<file path="src/rtl/vector_mem_sequencer_if.sv">
// Bundle for vector_mem_sequencer: op request, memory port and vector regfile commit.
// Build macro VSEQ_STRIDE_EN adds the programmable stride signal.
interface vector_mem_sequencer_if #(
  parameter int LANES = 5,
  parameter int AW    = 32,
  parameter int DW    = 32
);
  logic                  start;
  logic                  is_store;
  logic [AW-1:0]         base_addr;
  logic [3:0]            vd_in;
  logic [LANES*DW-1:0]   vsrc;
`ifdef VSEQ_STRIDE_EN
  logic [AW-1:0]         stride;
`endif
  logic                  mem_req;
  logic                  mem_we;
  logic [AW-1:0]         mem_addr;
  logic [DW-1:0]         mem_wdata;
  logic                  mem_ack;
  logic [DW-1:0]         mem_rdata;
  logic                  vec_we;
  logic [3:0]            vec_wa;
  logic [LANES*DW-1:0]   vec_wdata;
  logic                  busy;
  logic                  stall;
  logic                  done;

  // Core and memory side: issues ops, answers memory accesses
  modport master (
`ifdef VSEQ_STRIDE_EN
    output stride,
`endif
    output start, is_store, base_addr, vd_in, vsrc,
    input  mem_req, mem_we, mem_addr, mem_wdata,
    output mem_ack, mem_rdata,
    input  vec_we, vec_wa, vec_wdata, busy, stall, done
  );

  modport slave (
`ifdef VSEQ_STRIDE_EN
    input  stride,
`endif
    input  start, is_store, base_addr, vd_in, vsrc,
    output mem_req, mem_we, mem_addr, mem_wdata,
    input  mem_ack, mem_rdata,
    output vec_we, vec_wa, vec_wdata, busy, stall, done
  );
endinterface

</file>
<file path="src/rtl/vector_mem_sequencer.sv">
// Vector load/store sequencer: serialises LANES word accesses over one memory port.
// Build macro VSEQ_STRIDE_EN adds a latched byte stride; otherwise the stride is fixed at 4.
//
// state | meaning
// IDLE  | waiting for start; op fields latched on start
// REQ   | memory access for current lane, held until mem_ack
// FIN   | one-cycle done pulse; loads commit the gathered vector
module vector_mem_sequencer #(
  parameter int LANES = 5,
  parameter int AW    = 32,
  parameter int DW    = 32
) (
  input logic                   clk,
  input logic                   reset,
  vector_mem_sequencer_if.slave bus
);

  localparam int            LW        = $clog2(LANES + 1);
  localparam logic [LW-1:0] LAST_LANE = LW'(LANES - 1);

  typedef enum logic [1:0] {
    IDLE = 2'd0,
    REQ  = 2'd1,
    FIN  = 2'd2
  } state_e;

  state_e                      state_q, state_d;
  logic [LW-1:0]               lane_q, lane_d;
  logic [AW-1:0]               addr_q, addr_d;
  logic                        store_q, store_d;
  logic [3:0]                  vd_q, vd_d;
  logic [LANES-1:0][DW-1:0]    snap_q, snap_d;
  logic [LANES-1:0][DW-1:0]    lbuf_q, lbuf_d;
  logic [AW-1:0]               step;

  logic                        mem_req;
  logic                        mem_we;
  logic [AW-1:0]               mem_addr;
  logic [DW-1:0]               mem_wdata;
  logic                        vec_we;
  logic                        done;

`ifdef VSEQ_STRIDE_EN
  logic [AW-1:0]               stride_q, stride_d;

  always_ff @(posedge clk or negedge reset) begin
    if (!reset) begin
      stride_q <= '0;
    end else begin
      stride_q <= stride_d;
    end
  end

  always_comb begin
    stride_d = stride_q;
    if (state_q == IDLE && bus.start) begin
      stride_d = bus.stride;
    end
  end

  assign step = stride_q;
`else
  assign step = AW'(4);
`endif

  always_ff @(posedge clk or negedge reset) begin
    if (!reset) begin
      state_q <= IDLE;
    end else begin
      state_q <= state_d;
    end
  end

  always_ff @(posedge clk or negedge reset) begin
    if (!reset) begin
      lane_q  <= '0;
      addr_q  <= '0;
      store_q <= 1'b0;
      vd_q    <= '0;
      snap_q  <= '0;
      lbuf_q  <= '0;
    end else begin
      lane_q  <= lane_d;
      addr_q  <= addr_d;
      store_q <= store_d;
      vd_q    <= vd_d;
      snap_q  <= snap_d;
      lbuf_q  <= lbuf_d;
    end
  end

  always_comb begin
    state_d   = state_q;
    lane_d    = lane_q;
    addr_d    = addr_q;
    store_d   = store_q;
    vd_d      = vd_q;
    snap_d    = snap_q;
    lbuf_d    = lbuf_q;
    mem_req   = 1'b0;
    mem_we    = 1'b0;
    mem_addr  = '0;
    mem_wdata = '0;
    vec_we    = 1'b0;
    done      = 1'b0;

    unique case (state_q)
      IDLE: begin
        if (bus.start) begin
          state_d = REQ;
          lane_d  = '0;
          addr_d  = bus.base_addr;
          store_d = bus.is_store;
          vd_d    = bus.vd_in;
          snap_d  = bus.vsrc;
        end
      end

      REQ: begin
        mem_req   = 1'b1;
        mem_we    = store_q;
        mem_addr  = addr_q;
        mem_wdata = snap_q[lane_q];
        if (bus.mem_ack) begin
          if (!store_q) begin
            lbuf_d[lane_q] = bus.mem_rdata;
          end
          addr_d = addr_q + step;
          // The counter parks on the last lane so it never leaves 0..LANES-1
          if (lane_q == LAST_LANE) begin
            state_d = FIN;
          end else begin
            lane_d = lane_q + LW'(1);
          end
        end
      end

      FIN: begin
        done    = 1'b1;
        vec_we  = !store_q;
        state_d = IDLE;
      end

      default: begin
        state_d = IDLE;
      end
    endcase
  end

  assign bus.mem_req   = mem_req;
  assign bus.mem_we    = mem_we;
  assign bus.mem_addr  = mem_addr;
  assign bus.mem_wdata = mem_wdata;
  assign bus.vec_we    = vec_we;
  assign bus.vec_wa    = vd_q;
  assign bus.vec_wdata = lbuf_q;
  assign bus.busy      = (state_q != IDLE);
  assign bus.stall     = (state_q != IDLE) | bus.start;
  assign bus.done      = done;

endmodule

</file>
<file path="src/flat_wrapper.sv">
// flat-port wrapper written by rule: the top's interface ports become plain ports
module vector_mem_sequencer_flat 
#(
  parameter int LANES = 5,
  parameter int AW    = 32,
  parameter int DW    = 32
)
  (clk, reset, bus_start, bus_is_store, bus_base_addr, bus_vd_in, bus_vsrc, bus_mem_req, bus_mem_we, bus_mem_addr, bus_mem_wdata, bus_mem_ack, bus_mem_rdata, bus_vec_we, bus_vec_wa, bus_vec_wdata, bus_busy, bus_stall, bus_done);
  vector_mem_sequencer_if #(.LANES(LANES), .AW(AW), .DW(DW)) bus_i ();
  input logic clk;
  input logic reset;
  input wire logic [$bits(bus_i.start)-1:0] bus_start;
  input wire logic [$bits(bus_i.is_store)-1:0] bus_is_store;
  input wire logic [$bits(bus_i.base_addr)-1:0] bus_base_addr;
  input wire logic [$bits(bus_i.vd_in)-1:0] bus_vd_in;
  input wire logic [$bits(bus_i.vsrc)-1:0] bus_vsrc;
  output wire logic [$bits(bus_i.mem_req)-1:0] bus_mem_req;
  output wire logic [$bits(bus_i.mem_we)-1:0] bus_mem_we;
  output wire logic [$bits(bus_i.mem_addr)-1:0] bus_mem_addr;
  output wire logic [$bits(bus_i.mem_wdata)-1:0] bus_mem_wdata;
  input wire logic [$bits(bus_i.mem_ack)-1:0] bus_mem_ack;
  input wire logic [$bits(bus_i.mem_rdata)-1:0] bus_mem_rdata;
  output wire logic [$bits(bus_i.vec_we)-1:0] bus_vec_we;
  output wire logic [$bits(bus_i.vec_wa)-1:0] bus_vec_wa;
  output wire logic [$bits(bus_i.vec_wdata)-1:0] bus_vec_wdata;
  output wire logic [$bits(bus_i.busy)-1:0] bus_busy;
  output wire logic [$bits(bus_i.stall)-1:0] bus_stall;
  output wire logic [$bits(bus_i.done)-1:0] bus_done;
  assign bus_i.start = bus_start;
  assign bus_i.is_store = bus_is_store;
  assign bus_i.base_addr = bus_base_addr;
  assign bus_i.vd_in = bus_vd_in;
  assign bus_i.vsrc = bus_vsrc;
  assign bus_mem_req = bus_i.mem_req;
  assign bus_mem_we = bus_i.mem_we;
  assign bus_mem_addr = bus_i.mem_addr;
  assign bus_mem_wdata = bus_i.mem_wdata;
  assign bus_i.mem_ack = bus_mem_ack;
  assign bus_i.mem_rdata = bus_mem_rdata;
  assign bus_vec_we = bus_i.vec_we;
  assign bus_vec_wa = bus_i.vec_wa;
  assign bus_vec_wdata = bus_i.vec_wdata;
  assign bus_busy = bus_i.busy;
  assign bus_stall = bus_i.stall;
  assign bus_done = bus_i.done;
  vector_mem_sequencer #(.LANES(LANES), .AW(AW), .DW(DW)) u_core (.clk(clk), .reset(reset), .bus(bus_i));
endmodule
</file>
<file path="config.mk">
export PLATFORM = sky130hd
export DESIGN_NAME = vector_mem_sequencer_flat
export DESIGN_NICKNAME = d
export VERILOG_FILES = /design/src/rtl/vector_mem_sequencer_if.sv /design/src/rtl/vector_mem_sequencer.sv /design/src/flat_wrapper.sv
export SDC_FILE = /design/constraint.sdc
export NUM_CORES = 1
export LEC_CHECK = 0
export ABC_AREA = 0
export BUFFER_PORTS_ARGS = -buffer_cell sky130_fd_sc_hd__buf_4
export CORE_AREA = 2 2 184 186
export DETAILED_ROUTE_END_ITERATION = 12
export DIE_AREA = 0 0 186 188
export PLACE_DENSITY = 0.87
export SETUP_SLACK_MARGIN = 0.4
export SYNTH_ARGS = -nofsm -noshare
export SYNTH_HDL_FRONTEND = slang
export SYNTH_SLANG_ARGS = --single-unit
</file>
<file path="constraint.sdc">
create_clock -name clk -period 2.6 [get_ports clk]
set_input_delay 0.13 -clock clk [delete_from_list [all_inputs] [get_ports clk]]
set_output_delay 0.13 -clock clk [all_outputs]
set_load 0.05 [all_outputs]
</file>
==> reports/results.ini, run 1 <==
[timing]
max_slew_margin_pct=50.0
hold_viol=0
worst_pin_slew_ns=0.751
hold_slack_ns=0.0235
timing.final.ws_setup_ns=0.224
slew_viol_final=0
setup_viol_count_final=0
period_share_pct=91.4
rsz0062_at_grt=yes
fmax_ghz=0.421
finalSetupTns_ns=0
post-route-min-period_ns=2.38
clock-skew-final_ns=0.0204

[worst_hold_path]
worstHoldEndpoint=u_core.addr_q[14]$_DFFE_PN0P_
hold_depth=4
min_from=bus_base_addr[14]
min_path_type=in -> reg

[setup_path]
r2r_slack_ns=0.46
required_ns=2.47
rr_endpoint=u_core.bus.vec_wdata[112]$_DFFE_PN0P_
rr_startpoint=u_core.lane_q[1]$_DFFE_PN0P_
path_max_fanout=8
r2r_cells=5
crit_slowest_cell=dfrtp_2
startpoint_type=flip-flop
worstSetupPathType=reg -> out
crit_path_end_kind=output port
crit_chain=buf_12 -> buf_16 -> mux2i_2 -> nor2_1 -> a21oi_1 -> a21oi_2 -> buf_4
slowest_delay_ns=0.46
arrival_ns=2.25

[synthesis]
yosysWarnings=0
ys_ff_latch=362
synth.area.top_cells=dfrtp_1, mux2_2, mux2_4
synth_edf_count=0
synth_area_sq_mm=0.0159
yosysUniqueCellTypes=52
syn-num-nets=1438
synth.avg_cell_area_sq_um=13.2
synth.top_cell.area_share_pct=57.0
netlist_instances=1202
synth_top_area_cell=dfrtp_1
synth_seq_area_share_pct=57.0
synthArstFlopShare_pct=100
ys.flop_type=dfrtp_1

[floorplanning]
die_w_microns=186
io_pins=467
rows=67
start_util_pct=48.0
dieArea_sq_mm=0.0350
fp.dieH_microns=188
core_sq_mm=0.0331

[global_routing]
grt_pass1_vias=15100
grt_remaining_overflow=0
antenna_found_initial=5
grt_pass1_wl_mm=89.2
grt_max_degree=88
grtUsageTotal_pct=33.5

[power]
power.total_mw=37.1
pwr-share-comb_pct=55.1
clockPowerShare_pct=16.0
static-leakage-power_nw=11.3
ir_drop_mv=1.13
p_seq_share_pct=28.8
internal_power_mw=19.7
p_sw_share_pct=46.8
power.density_mw_per_mm2=1500
power.switching_mw=17.3

[final_layout]
drive_gt1_share_pct=52.7
post-route-util_pct=74.6
stdcell_count=2409
fin_area_sq_mm=0.0247
final_common_cell=buf_4
final_cell_mix=buf_4, dfrtp_1, mux2_2
syn_to_final_growth_pct=55.5
finalNetCount=2164

[clock_network]
cts_inserted_buffers=38
cts.htree.levels=2
clock-root-buffer=clkbuf_16
cts_max_path_buffers=3
cts.sinks=362
insertion_delay_ns=0.52
tritoncts=done
cts.clk_slew.worst_paths_ns=0.07

[routing]
drc=0
detail_route.iter0.violations=1248
routedWlPerCell_microns=25.7
drtPass1Iterations=8
vias_per_cell=5.92
via_count=14300
wl_mm=62.0
postRouteAntennaNets=0

[placement]
dp_slack_ns=0.422
routabilityCongestion=0.882
dpl.hpwl_mm=34.2
dp.cells=2082
numPortBuffers=466
placed_area_sq_mm=0.0202

[job]
drv_cap=0

[status]
status=completed

-- worst max-delay path: cells and delay by family, from the launching register on --
family          cells  cell delay, ns
simple gates        1            0.08
mux                 1            0.28
compound gates      2            0.35
buf+inv             3            0.55
flops               1            0.46
-- layer usage --
metal  GRT usage (%)  wire, microns  vias up  part of all wire (%)
li1                -              -     5839                     -
met1            39.0          21800     7095                    35
met2            57.1          30400     1025                    49
met3            7.81           5750      300                   9.3
met4            17.7           4020        0                   6.5
met5               0              0        -                     0
-- flip-flops by register name (all words and copies together) (netlist names) --
register,flops
u_core.bus.vec_wdata,160
u_core.snap_q,160
u_core.addr_q,32
u_core.bus.vec_wa,4
u_core.lane_q,3
u_core.state_q,2
u_core.store_q,1
-- synthesized netlist by cell type, drive strengths merged (6+ instances only) --
library cell	instances
o22ai	6
or4	7
and4	6
mux2i	36
nor4b	6
clkbuf	35
mux2	327
nor4	11
nand4	16
buf	45
nor2	64
nand3	13
nand2	20
nor3	12
inv	13
dfrtp	362
a21oi	89
a22oi	32
a211oi	10
and2	26
o21ai	18
-- cell type report --
cell class	instances	area [sq um]
sequential	362	9060
fill	1816	8400
multi-input combinational	747	6850
timing repair buffer	765	6830
clock buffer	52	1060
tap	448	561
clock inverter	16	275
inverter	13	57.6
antenna	5	12.5
timing repair inverter	1	5.00
-- power by group through the flow --
stage          clock network (mW)  registers [mW]  logic, mW
2_1_floorplan                   0            14.0       8.17
3_3_place_gp                    0            10.0       17.5
3_5_place_dp                    0            10.2       17.8
4_1_cts                      5.87            10.2       19.1
5_1_grt                      6.20            10.9       21.2
6_report                     5.94            10.7       20.4
-- cell families after synthesis --
family	share of synthesized area (%)
buf+inv	2.73
fa+ha+maj	0.236
mux	26.1
compound gates	7.11
flops	57.0
simple gates	6.79
-- what timing repair did --
action | in CTS | in global routing
pin swaps | 5 | 24
gates cloned | 6 | 5
hold buffers | 216 | 0
setup buffers | 12 | 15
setup endpoints to repair | 61 | 96
hold endpoints to repair | 420 | 0
resized for setup | 58 | 72
-- worst max path at each step --
stage	from	end	slack [ns]	cells after the start
floorplan	u_core.state_q[1]$_DFFE_PN0P_	bus_vec_we	0.47	4
global placement	u_core.lane_q[2]$_DFFE_PN0P_	u_core.bus.vec_wdata[96]$_DFFE_PN0P_	0.47	4
detailed placement	u_core.lane_q[2]$_DFFE_PN0P_	u_core.bus.vec_wdata[97]$_DFFE_PN0P_	0.42	4
CTS	u_core.lane_q[0]$_DFFE_PN0P_	bus_mem_wdata[10]	0.38	5
global route	u_core.lane_q[0]$_DFFE_PN0P_	bus_mem_wdata[6]	0.18	7
finish	u_core.lane_q[0]$_DFFE_PN0P_	bus_mem_wdata[6]	0.22	7
No activity file was read; power rests on OpenSTA's default activity.
==> run 2, diff against run 1 <==
--- a/config.mk
+++ b/config.mk
@@ -7,10 +7,12 @@
 export LEC_CHECK = 0
 export ABC_AREA = 0
 export BUFFER_PORTS_ARGS = -buffer_cell sky130_fd_sc_hd__buf_4
-export CORE_AREA = 2 2 184 186
+export CELL_PAD_IN_SITES_DETAIL_PLACEMENT = 1
+export CELL_PAD_IN_SITES_GLOBAL_PLACEMENT = 1
+export CORE_AREA = 2 2 200 202
 export DETAILED_ROUTE_END_ITERATION = 12
-export DIE_AREA = 0 0 186 188
-export PLACE_DENSITY = 0.87
+export DIE_AREA = 0 0 202 204
+export PLACE_DENSITY = 0.91
 export SETUP_SLACK_MARGIN = 0.4
 export SYNTH_ARGS = -nofsm -noshare
 export SYNTH_HDL_FRONTEND = slang
==> reports/results.ini, run 2 (synthesis results as in run 1) <==
[global_routing]
grtUsageTotal_pct=34.1  ; was 33.5%
antenna_found_initial=14  ; was 5
grt_pass1_vias=16000  ; was 15,100
grt_pass1_wl_mm=105  ; was 89.2 mm
grt_max_degree=84  ; was 88
grt_remaining_overflow=0  ; unchanged

[setup_path]
worstSetupPathType=reg -> out  ; unchanged
r2r_slack_ns=0.42  ; was 0.46 ns
arrival_ns=2.26  ; was 2.25 ns
slowest_delay_ns=0.41  ; was 0.46 ns
startpoint_type=flip-flop  ; unchanged
crit_chain=buf_6 -> buf_16 -> mux2i_2 -> nor2_2 -> a21oi_2 -> a21oi_2 -> buf_6  ; was buf_12 -> buf_16 -> mux2i_2 -> nor2_1 -> a21oi_1 -> a21oi_2 -> buf_4
crit_path_end_kind=output port  ; unchanged
crit_slowest_cell=dfrtp_2  ; unchanged
crit_start=u_core.lane_q[0]$_DFFE_PN0P_  ; unchanged
endpoint=bus_mem_wdata[14]  ; was bus_mem_wdata[6]
r2r_cells=8  ; was 5
required_ns=2.47  ; about the same
path_max_fanout=7  ; was 8
rr_endpoint=u_core.bus.vec_wdata[52]$_DFFE_PN0P_  ; was u_core.bus.vec_wdata[112]$_DFFE_PN0P_
rr_startpoint=u_core.lane_q[0]$_DFFE_PN0P_  ; was u_core.lane_q[1]$_DFFE_PN0P_

[floorplanning]
rows=73  ; was 67
start_util_pct=40.6  ; was 48.0%
fp.dieH_microns=204  ; was 188 microns
io_pins=467  ; unchanged
die_w_microns=202  ; was 186 microns
core_sq_mm=0.0392  ; was 0.0331 sq mm
dieArea_sq_mm=0.0412  ; was 0.0350 sq mm

[routing]
via_count=14200  ; was 14,300
vias_per_cell=5.72  ; was 5.92
postRouteAntennaNets=0  ; unchanged
detail_route.iter0.violations=1155  ; was 1,248
drtPass1Iterations=5  ; was 8
routedWlPerCell_microns=30.4  ; was 25.7 microns
wl_mm=75.3  ; was 62.0 mm
drc=0  ; unchanged

[final_layout]
drive_gt1_share_pct=52.1  ; was 52.7%
final_common_cell=buf_4  ; unchanged
final_cell_mix=buf_4, dfrtp_1, mux2_2  ; unchanged
syn_to_final_growth_pct=55.2  ; was 55.5%
post-route-util_pct=63.0  ; was 74.6%
nFillCells=3774  ; was 1,816
finalNetCount=2152  ; was 2,164
multi_input_area_sq_mm=0.00682  ; was 0.00685 sq mm
seqCellArea_sq_mm=0.00906  ; about the same

[timing]
setup_viol_count_final=0  ; unchanged
worst_pin_slew_ns=0.718  ; was 0.751 ns
post-route-min-period_ns=2.39  ; was 2.38 ns
hold_viol=0  ; unchanged
finalSetupTns_ns=0  ; unchanged
clock-skew-final_ns=0.0216  ; was 0.0204 ns
rsz0062_at_grt=yes  ; unchanged
fmax_ghz=0.419  ; was 0.421 GHz
period_share_pct=91.9  ; was 91.4%
max_slew_margin_pct=51.8  ; was 50.0%
hold_slack_ns=0.0555  ; was 0.0235 ns
slew_viol_final=0  ; unchanged

[clock_network]
cts.clk_slew.worst_paths_ns=0.06  ; was 0.07 ns
cts.htree.levels=2  ; unchanged
cts_max_path_buffers=3  ; unchanged
insertion_delay_ns=0.57  ; was 0.52 ns
tritoncts=done  ; unchanged
cts.sinks=362  ; unchanged
cts_inserted_buffers=42  ; was 38
clock-root-buffer=clkbuf_16  ; unchanged

[worst_hold_path]
min_path_type=in -> reg  ; unchanged
hold_depth=4  ; unchanged

[power]
ir_drop_mv=0.883  ; was 1.13 mV
power.density_mw_per_mm2=1530  ; was 1500 mW/mm^2
static-leakage-power_nw=11.2  ; was 11.3 nW
pwr-share-comb_pct=55.6  ; was 55.1%
clockPowerShare_pct=15.3  ; was 16.0%
p_seq_share_pct=29.0  ; was 28.8%
power.switching_mw=18.4  ; was 17.3 mW
p_sw_share_pct=48.8  ; was 46.8%
internal_power_mw=19.3  ; was 19.7 mW

[status]
status=completed  ; unchanged

[placement]
numPortBuffers=466  ; unchanged
dpl.hpwl_mm=38.5  ; was 34.2 mm
routabilityCongestion=0.842  ; was 0.882

[job]
drv_cap=0  ; unchanged

==> run 2: area by class of cell <==
class,count,share of cell area [%]
antenna,14,0.142
clock buffer,61,4.80
clock inverter,5,0.238
inverter,13,0.203
multi-input combinational,747,27.7
sequential,362,36.7
tap,525,2.66
timing repair buffer,750,27.6
==> run 2: metrics by stage <==
step	worst slack [ns]	total power, mW	cell area, sq um	instances
5_1_grt	0.181	38.8	24700	2477
3_5_place_dp	0.387	28.4	20300	2154
4_1_cts	0.301	35.8	24300	2454
6_report	0.211	37.7	24700	2477
2_1_floorplan	0.475	22.2	16000	1202
3_3_place_gp	0.430	27.6	20300	2154
==> run 2: worst min path at each step <==
stage | from | end | slack (ns)
4_1_cts | bus_base_addr[23] | u_core.addr_q[23]$_DFFE_PN0P_ | 0.008
3_5_place_dp | reset | u_core.bus.vec_wdata[40]$_DFFE_PN0P_ | 0.16
3_3_place_gp | reset | u_core.bus.vec_wdata[133]$_DFFE_PN0P_ | 0.15
6_report | bus_base_addr[23] | u_core.addr_q[23]$_DFFE_PN0P_ | 0.06
2_1_floorplan | reset | u_core.addr_q[0]$_DFFE_PN0P_ | -0.17
5_1_grt | bus_base_addr[17] | u_core.addr_q[17]$_DFFE_PN0P_ | 0.06
==> run 2: critical path: cells and delay by family, from the launching register on <==
kind,cells,cell delay (ns)
compound gates,2,0.38
buf+inv,3,0.54
mux,1,0.25
flops,1,0.41
simple gates,1,0.09
==> run 2: metal layers <==
| metal | vias to the layer above | track usage, % | share of wire (%) | wire (microns) |
|---|---|---|---|---|
| met4 | 2 | 22.2 | 7.3 | 5500 |
| li1 | 5810 | - | - | - |
| met2 | 794 | 59.4 | 51 | 38100 |
| met3 | 323 | 7.40 | 6.4 | 4840 |
| met5 | - | 0.357 | 0.013 | 10 |
| met1 | 7229 | 37.6 | 36 | 26800 |
==> run 2: repair_timing <==
action,CTS,global route
pin swaps,17,16
endpoints found under the hold margin,413,0
cloned,5,5
buffers inserted,10,4
setup endpoints to repair,68,86
hold buffers,219,0
gates resized for setup,87,53
==> run 2: power by group through the flow <==
stage / Sequential, mW / Clock, mW / Combinational [mW]
after global routing: 11.1 / 6.03 / 21.6
after CTS: 10.4 / 5.70 / 19.7
final: 11.0 / 5.79 / 21.0
after global placement: 9.97 / 0 / 17.6
after floorplan: 14.0 / 0 / 8.17
after detailed placement: 10.3 / 0 / 18.1
